File: config.mk
export PLATFORM = sky130hd
export DESIGN_NAME = decode_stage_flat
export DESIGN_NICKNAME = d
export VERILOG_FILES = /design/src/rtl/decode_stage_if.sv /design/src/rtl/decode_stage.sv /design/src/flat_wrapper.sv
export SDC_FILE = /design/constraint.sdc
export NUM_CORES = 1
export LEC_CHECK = 0
export CAP_MARGIN = 10
export CORE_UTILIZATION = 48
export CTS_CLUSTER_DIAMETER = 60
export CTS_CLUSTER_SIZE = 14
export DETAILED_ROUTE_END_ITERATION = 10
export PLACE_DENSITY = 0.87
export RECOVER_POWER = 50
export SYNTH_ARGS = -nofsm -noshare
export SYNTH_HDL_FRONTEND = slang
export SYNTH_SLANG_ARGS = --single-unit
export TNS_END_PERCENT = 10
File: constraint.sdc
create_clock -name clk -period 2.7 [get_ports clk]
set_input_delay 0.27 -clock clk [delete_from_list [all_inputs] [get_ports clk]]
set_output_delay 0.27 -clock clk [all_outputs]
set_load 0.01 [all_outputs]
File: src/rtl/decode_stage_if.sv
// Fetch-to-decode and decode-to-execute signal bundle for decode_stage.
// The slave modport is the decode stage; the master modport is the fetch/execute side.
interface decode_stage_if #(
   parameter int EXEC_MASK_W = 64,
   parameter int ADDR_W      = 64
);
   logic                   in_valid;
   logic                   in_busy;
   logic [EXEC_MASK_W-1:0] in_exec_mask;
   logic [ADDR_W-1:0]      in_pc;
   logic [31:0]            in_insn;

   logic                   out_valid;
   logic                   out_ready;
   logic [EXEC_MASK_W-1:0] out_exec_mask;
   logic [ADDR_W-1:0]      out_pc;
   logic [7:0]             out_opcode;
   logic [4:0]             out_dst;
   logic [4:0]             out_src1;
   logic [4:0]             out_src2;
   logic [63:0]            out_imm;
   logic                   out_is_cf;
   logic                   out_illegal;

   modport master (
      output in_valid, in_exec_mask, in_pc, in_insn, out_ready,
      input  in_busy, out_valid, out_exec_mask, out_pc, out_opcode, out_dst,
             out_src1, out_src2, out_imm, out_is_cf, out_illegal
   );

   modport slave (
      input  in_valid, in_exec_mask, in_pc, in_insn, out_ready,
      output in_busy, out_valid, out_exec_mask, out_pc, out_opcode, out_dst,
             out_src1, out_src2, out_imm, out_is_cf, out_illegal
   );
endinterface

File: src/rtl/decode_stage.sv
// Decode stage: field split + classification into a 2-entry FIFO toward execute.
// Optional statistics counters are built only when DECODE_STATS_EN is defined.
module decode_stage #(
   parameter int         EXEC_MASK_W = 64,
   parameter int         ADDR_W      = 64,
   parameter logic [7:0] MAX_OPCODE  = 8'h30
) (
   input  logic                 clk,
   input  logic                 rst,
   decode_stage_if.slave        bus,
   input  logic                 flush,
   output logic                 halted,
   output logic [31:0]          stat_decoded,
   output logic [31:0]          stat_stall,
   output logic                 fsm_state
);
   // Handshake: input transfers at an edge where in_valid && !in_busy (in_busy is a
   // register, never a combinational function of out_ready); output transfers at an
   // edge where out_valid && out_ready. flush beats both, rst beats flush.

   typedef enum logic {RUN = 1'b0, HALTED = 1'b1} state_t;

   typedef struct packed {
      logic [EXEC_MASK_W-1:0] exec_mask;
      logic [ADDR_W-1:0]      pc;
      logic [7:0]             opcode;
      logic [4:0]             dst;
      logic [4:0]             src1;
      logic [4:0]             src2;
      logic [63:0]            imm;
      logic                   is_cf;
      logic                   illegal;
   } entry_t;

   state_t           state, state_n;
   entry_t [1:0]     mem, mem_n;
   entry_t           dec, head;
   logic             wr_ptr, rd_ptr, wr_n, rd_n;
   logic [1:0]       cnt, cnt_n;
   logic             busy, push, pop;

   always_comb begin
      dec           = '0;
      dec.exec_mask = bus.in_exec_mask;
      dec.pc        = bus.in_pc;
      dec.opcode    = bus.in_insn[7:0];
      dec.dst       = bus.in_insn[12:8];
      dec.src1      = bus.in_insn[17:13];
      dec.src2      = bus.in_insn[22:18];
      dec.imm       = {{50{bus.in_insn[31]}}, bus.in_insn[31:18]};
      dec.is_cf     = (dec.opcode == 8'h00) ||
                      (dec.opcode >= 8'h10 && dec.opcode <= 8'h16) ||
                      (dec.opcode == 8'h20);
      dec.illegal   = dec.opcode > MAX_OPCODE;
   end

   assign push = bus.in_valid && !busy;
   assign pop  = (cnt != 2'd0) && bus.out_ready;

   always_comb begin
      mem_n   = mem;
      wr_n    = wr_ptr;
      rd_n    = rd_ptr;
      cnt_n   = cnt;
      state_n = state;
      if (flush) begin
         cnt_n = 2'd0;
         wr_n  = 1'b0;
         rd_n  = 1'b0;
      end else begin
         if (push) begin
            mem_n[wr_ptr] = dec;
            wr_n          = ~wr_ptr;
         end
         if (pop) rd_n = ~rd_ptr;
         cnt_n = cnt + 2'(push) - 2'(pop);
         // The HALT packet itself is enqueued; only later packets are refused.
         if (state == RUN && push && dec.opcode == 8'h00) state_n = HALTED;
      end
   end

   always_ff @(posedge clk) begin
      if (rst) begin
         state  <= RUN;
         cnt    <= 2'd0;
         wr_ptr <= 1'b0;
         rd_ptr <= 1'b0;
         busy   <= 1'b1;
         mem    <= '0;
         head   <= '0;
      end else begin
         state  <= state_n;
         cnt    <= cnt_n;
         wr_ptr <= wr_n;
         rd_ptr <= rd_n;
         busy   <= (cnt_n == 2'd2) || (state_n == HALTED);
         mem    <= mem_n;
         // Output fields hold their last value whenever the FIFO goes empty.
         if (cnt_n != 2'd0) head <= mem_n[rd_n];
      end
   end

   assign bus.in_busy       = busy;
   assign bus.out_valid     = cnt != 2'd0;
   assign bus.out_exec_mask = head.exec_mask;
   assign bus.out_pc        = head.pc;
   assign bus.out_opcode    = head.opcode;
   assign bus.out_dst       = head.dst;
   assign bus.out_src1      = head.src1;
   assign bus.out_src2      = head.src2;
   assign bus.out_imm       = head.imm;
   assign bus.out_is_cf     = head.is_cf;
   assign bus.out_illegal   = head.illegal;
   assign halted            = state == HALTED;
   assign fsm_state         = state;

`ifdef DECODE_STATS_EN
   logic [31:0] decoded_q, stall_q;

   always_ff @(posedge clk) begin
      if (rst) begin
         decoded_q <= '0;
         stall_q   <= '0;
      end else begin
         if (push && !flush) decoded_q <= decoded_q + 32'd1;
         if (bus.out_valid && !bus.out_ready) stall_q <= stall_q + 32'd1;
      end
   end

   assign stat_decoded = decoded_q;
   assign stat_stall   = stall_q;
`else
   assign stat_decoded = '0;
   assign stat_stall   = '0;
`endif
endmodule

File: src/flat_wrapper.sv
// flat-port wrapper written by rule: the top's interface ports become plain ports
module decode_stage_flat 
#(
   parameter int         EXEC_MASK_W = 64,
   parameter int         ADDR_W      = 64,
   parameter logic [7:0] MAX_OPCODE  = 8'h30
)
  (clk, rst, flush, halted, stat_decoded, stat_stall, fsm_state, bus_in_valid, bus_in_exec_mask, bus_in_pc, bus_in_insn, bus_out_ready, bus_in_busy, bus_out_valid, bus_out_exec_mask, bus_out_pc, bus_out_opcode, bus_out_dst, bus_out_src1, bus_out_src2, bus_out_imm, bus_out_is_cf, bus_out_illegal);
  decode_stage_if #(.EXEC_MASK_W(EXEC_MASK_W), .ADDR_W(ADDR_W)) bus_i ();
  input  logic clk;
  input  logic rst;
  input  logic flush;
  output logic halted;
  output logic [31:0] stat_decoded;
  output logic [31:0] stat_stall;
  output logic fsm_state;
  input wire logic [$bits(bus_i.in_valid)-1:0] bus_in_valid;
  input wire logic [$bits(bus_i.in_exec_mask)-1:0] bus_in_exec_mask;
  input wire logic [$bits(bus_i.in_pc)-1:0] bus_in_pc;
  input wire logic [$bits(bus_i.in_insn)-1:0] bus_in_insn;
  input wire logic [$bits(bus_i.out_ready)-1:0] bus_out_ready;
  output wire logic [$bits(bus_i.in_busy)-1:0] bus_in_busy;
  output wire logic [$bits(bus_i.out_valid)-1:0] bus_out_valid;
  output wire logic [$bits(bus_i.out_exec_mask)-1:0] bus_out_exec_mask;
  output wire logic [$bits(bus_i.out_pc)-1:0] bus_out_pc;
  output wire logic [$bits(bus_i.out_opcode)-1:0] bus_out_opcode;
  output wire logic [$bits(bus_i.out_dst)-1:0] bus_out_dst;
  output wire logic [$bits(bus_i.out_src1)-1:0] bus_out_src1;
  output wire logic [$bits(bus_i.out_src2)-1:0] bus_out_src2;
  output wire logic [$bits(bus_i.out_imm)-1:0] bus_out_imm;
  output wire logic [$bits(bus_i.out_is_cf)-1:0] bus_out_is_cf;
  output wire logic [$bits(bus_i.out_illegal)-1:0] bus_out_illegal;
  assign bus_i.in_valid = bus_in_valid;
  assign bus_i.in_exec_mask = bus_in_exec_mask;
  assign bus_i.in_pc = bus_in_pc;
  assign bus_i.in_insn = bus_in_insn;
  assign bus_i.out_ready = bus_out_ready;
  assign bus_in_busy = bus_i.in_busy;
  assign bus_out_valid = bus_i.out_valid;
  assign bus_out_exec_mask = bus_i.out_exec_mask;
  assign bus_out_pc = bus_i.out_pc;
  assign bus_out_opcode = bus_i.out_opcode;
  assign bus_out_dst = bus_i.out_dst;
  assign bus_out_src1 = bus_i.out_src1;
  assign bus_out_src2 = bus_i.out_src2;
  assign bus_out_imm = bus_i.out_imm;
  assign bus_out_is_cf = bus_i.out_is_cf;
  assign bus_out_illegal = bus_i.out_illegal;
  decode_stage #(.EXEC_MASK_W(EXEC_MASK_W), .ADDR_W(ADDR_W), .MAX_OPCODE(MAX_OPCODE)) u_core (.clk(clk), .rst(rst), .bus(bus_i), .flush(flush), .halted(halted), .stat_decoded(stat_decoded), .stat_stall(stat_stall), .fsm_state(fsm_state));
endmodule
==> impl_results.md <==
* IO Count at between 400 and 500
* Initial antenna violation count at 2
* Slew @ Worst Pin at 1450 ps
* Final Net Count at approximately 3700
* Setup crit start: u_core.cnt[1]
* Slowest cell on crit path: xnor3_2
* Area growth syn-to-layout at 22.2%
* Clk_lat worst skew at approximately 620 ps
* Most used flip-flop cell after synthesis: dfxtp_1
* Final Max Slew Viols at 0
* Synth area leader: dfxtp_1
* DP Worst Slack at -191 ps
* Fin crit share at a little over nine tenths
* DRC viols at 0
* First-pass GRT wire length at 122 mm
* Fill cells at around 4700
* Status: completed
* CP Cell Sequence: o21a_1 -> ha_1 -> inv_1 -> ha_1 -> xnor3_2 -> a21oi_4 -> nor2_4 -> buf_12 -> a32o_1
* Count of warnings emitted by yosys at 0
* P_leak at approximately 13 nW
* Worst Setup EP: u_core.bus.out_exec_mask[47]
* Worst path required time at roughly 3200 ps
* TritonCTS clock tree: built
* VDD IR max at slightly above 500 uV
* Finished Cell Area at around 0.033 sq mm
* Synth Register Bits at approximately 660
* Average wire per standard cell at 18.0 um
* EDFF count, synth at 0
* CP Depth at 9
* Rows at 86
* Clock transition at path regs at around 70 ps
* CP dominant cell by count: ha_1
* Worst setup SP type: register
* Number of global-route vias before repair at ~23000
* Gr ovfl total at 0
* Commonest non-fill, non-tap cell in the layout: nand2_1
* Post-Route Setup TNS at 0 ps
* CTS buffer count at 55
* Area after DPL at around 0.031 sq mm
* Final WS setup at around 100 ps
* Area share of the largest cell type after synthesis at roughly half
* Cells after synthesis at between 3000 and 4000
* Routed vias at roughly 25000
* # H-tree levels at 2
* Via density at roughly 5.8
* Worst-path fanout max at a little under 80
* Root buffer cell: clkbuf_16
* Total design power at roughly 20 mW
* Final Hold Vio Count at 0
* Share of cells above drive strength 1 at between 5 and 6%
* Initial Util at between 40% and 50%
* Drt total wl at slightly below 80 mm
* Max Fclk at 385 MHz
* Antenna-violating nets left at 0
* RSZ-0062 raised after global routing: no
* Total GRT Usage at a little over a quarter
* Reg2reg setup slack at 100 ps
* Worst R2R End: u_core.bus.out_exec_mask[47]
* Synth top area cells: dfxtp_1 49%, nand2_1 11%, a21oi_1 8.0%, a32o_1 6.1%, mux2i_1 5.8%
* Final Skew at 34.2 ps
* PortBufs at 385
* Sequential element share of the synthesized area at ~49%
* Avg Inst Size Synth at between 8 and 9 sq um
* Buf+Inv Stages, Crit Path at 2
* Full die area at 0.0571 sq mm
* Crit path kind: reg -> reg
* Pwr dens at about 600 mW/mm^2
* Max cap viols at 0
* Sink Count at between 600 and 700
* CTS max path bufs at 3
* Slew headroom at under 10%
* Final Setup Violations at 0
* Die Y at around 240 um
* Cells on worst reg2reg path at 9
* TritonRoute pass-1 iters at 6
* R2R Path Start: u_core.cnt[1]
* FFs w/ async S/R, synth at 0%
* Synth unique cells at slightly above 40
* Area of the mapped netlist at approximately 0.027 sq mm
* Hold Path Class: in -> reg
* Crit. End Element: register
* Largest net degree at the start of global routing at approximately 190
* Detailed placement HPWL at ~47 mm
* Die W at between 200 and 250 um
* CP delay by family, top: compound AO/OA/AOI/OAI gates
* RD Place Congestion at between 0.8 and 0.9
* Initial DRC Count at between 2000 and 3000
* Diode count at 0
* Most frequent cells in the layout: 754 x nand2_1, 657 x dfxtp_1, 430 x a21oi_1
* Worst Path Arrival at roughly 3100 ps
* Crit-path max cell delay at ~440 ps
* Core area at roughly 0.055 sq mm
* Min Tclk post-route at between 2000 and 3000 ps
-- power breakdown --
group | internal (mW) | total, mW | switching [mW]
logic | 1.04 | 2.46 | 1.42
registers | 10.0 | 10.2 | 0.200
clock network | 3.72 | 7.23 | 3.51
total | 14.8 | 19.9 | 5.12
-- worst reg2reg max path: stages, from the launching register on --
cell     delay, ps
dfxtp_1        320
o21a_1         210
ha_1           280
inv_1           40
ha_1           200
xnor3_2        440
a21oi_4        280
nor2_4          90
buf_12         200
a32o_1         410
-- final cells by class --
type	count	area (sq um)	share of cell area [%]
clock buffers	59	1410	4.29
clock inverters	10	108	0.327
inverters	7	26.3	0.0798
multi-input cells	2313	12300	37.2
flip-flops and latches	657	13200	39.9
well taps	748	936	2.84
repair buffers	487	5040	15.3
-- worst min-delay path by stage --
| stage | end | from | slack, ps | depth (start not counted) |
|---|---|---|---|---|
| after CTS | u_core.mem[131] | bus_in_pc[42] | 220 | 3 |
| after global routing | u_core.mem[377] | bus_in_exec_mask[7] | 250 | 3 |
| after floorplan | u_core.mem[100] | bus_in_pc[11] | 410 | 2 |
| after global placement | u_core.mem[219] | u_core.mem[219] | 440 | 2 |
| after detailed placement | u_core.mem[6] | u_core.mem[6] | 440 | 2 |
| final | u_core.mem[377] | bus_in_exec_mask[7] | 260 | 3 |
-- state kept, by name (all words and copies together), names as in the netlist --
name,cells
u_core.bus.out_opcode,8
u_core.cnt,2
u_core.bus.out_imm,64
u_core.bus.out_pc,64
u_core.bus.out_dst,5
u_core.wr_ptr,1
u_core.rd_ptr,1
u_core.fsm_state,1
u_core.bus.out_illegal,1
u_core.bus.out_src1,5
u_core.bus.in_busy,1
u_core.bus.out_src2,5
u_core.mem,434
u_core.bus.out_is_cf,1
u_core.bus.out_exec_mask,64
-- synth_stat cells (all sizes together) (2+ instances only) --
cell / instances
dfxtp: 657
nor3: 4
clkbuf: 180
a32o: 164
inv: 7
o221ai: 3
mux2i: 155
o21ai: 55
nand3: 103
o31a: 6
ha: 2
or3: 175
or2: 3
nor2b: 2
nand2: 757
nor2: 319
buf: 192
a21oi: 431
a31oi: 52
o22ai: 3
-- stage by stage --
step           instances  hold WS [ps]  utilization (%)
2_1_floorplan       3349           406                -
4_1_cts             4281           220             59.6
6_report            4281           261             59.5
3_3_place_gp        4211           439             56.9
5_1_grt             4281           247             59.5
3_5_place_dp        4211           444             56.9
-- per-layer routing --
| metal | vias up | global-route usage, % | part of all wire (%) |
|---|---|---|---|
| met1 | 11800 | 33.5 | 41 |
| met4 | 4 | 9.81 | 3.1 |
| met5 | - | 0 | 0.030 |
| li1 | 11600 | - | - |
| met3 | 189 | 3.78 | 7.7 |
| met2 | 1121 | 43.9 | 48 |
-- logic make-up (layout without fill, tap and decap cells) --
group                      after synthesis  in the layout  synth area share [%]
xor gates and xnor gates                 3              3                 0.213
other                                    1             64                0.0139
adders and majority gates                2              2                0.0928
muxes                                  156            156                  5.80
buffers and inverters                  379            563                  6.85
DFF                                    657            657                  48.8
AOI/OAI and AO/OA                      719            719                  16.9
and+or+nand+nor                       1369           1369                  21.4
-- repair_timing --
item,CTS,global route
hold buffers,1,0
setup buffers,0,0
endpoints found under the setup margin,0,4
resized for setup,0,1
endpoints found under the hold margin,20,0
(Power assumes the default switching activity.)
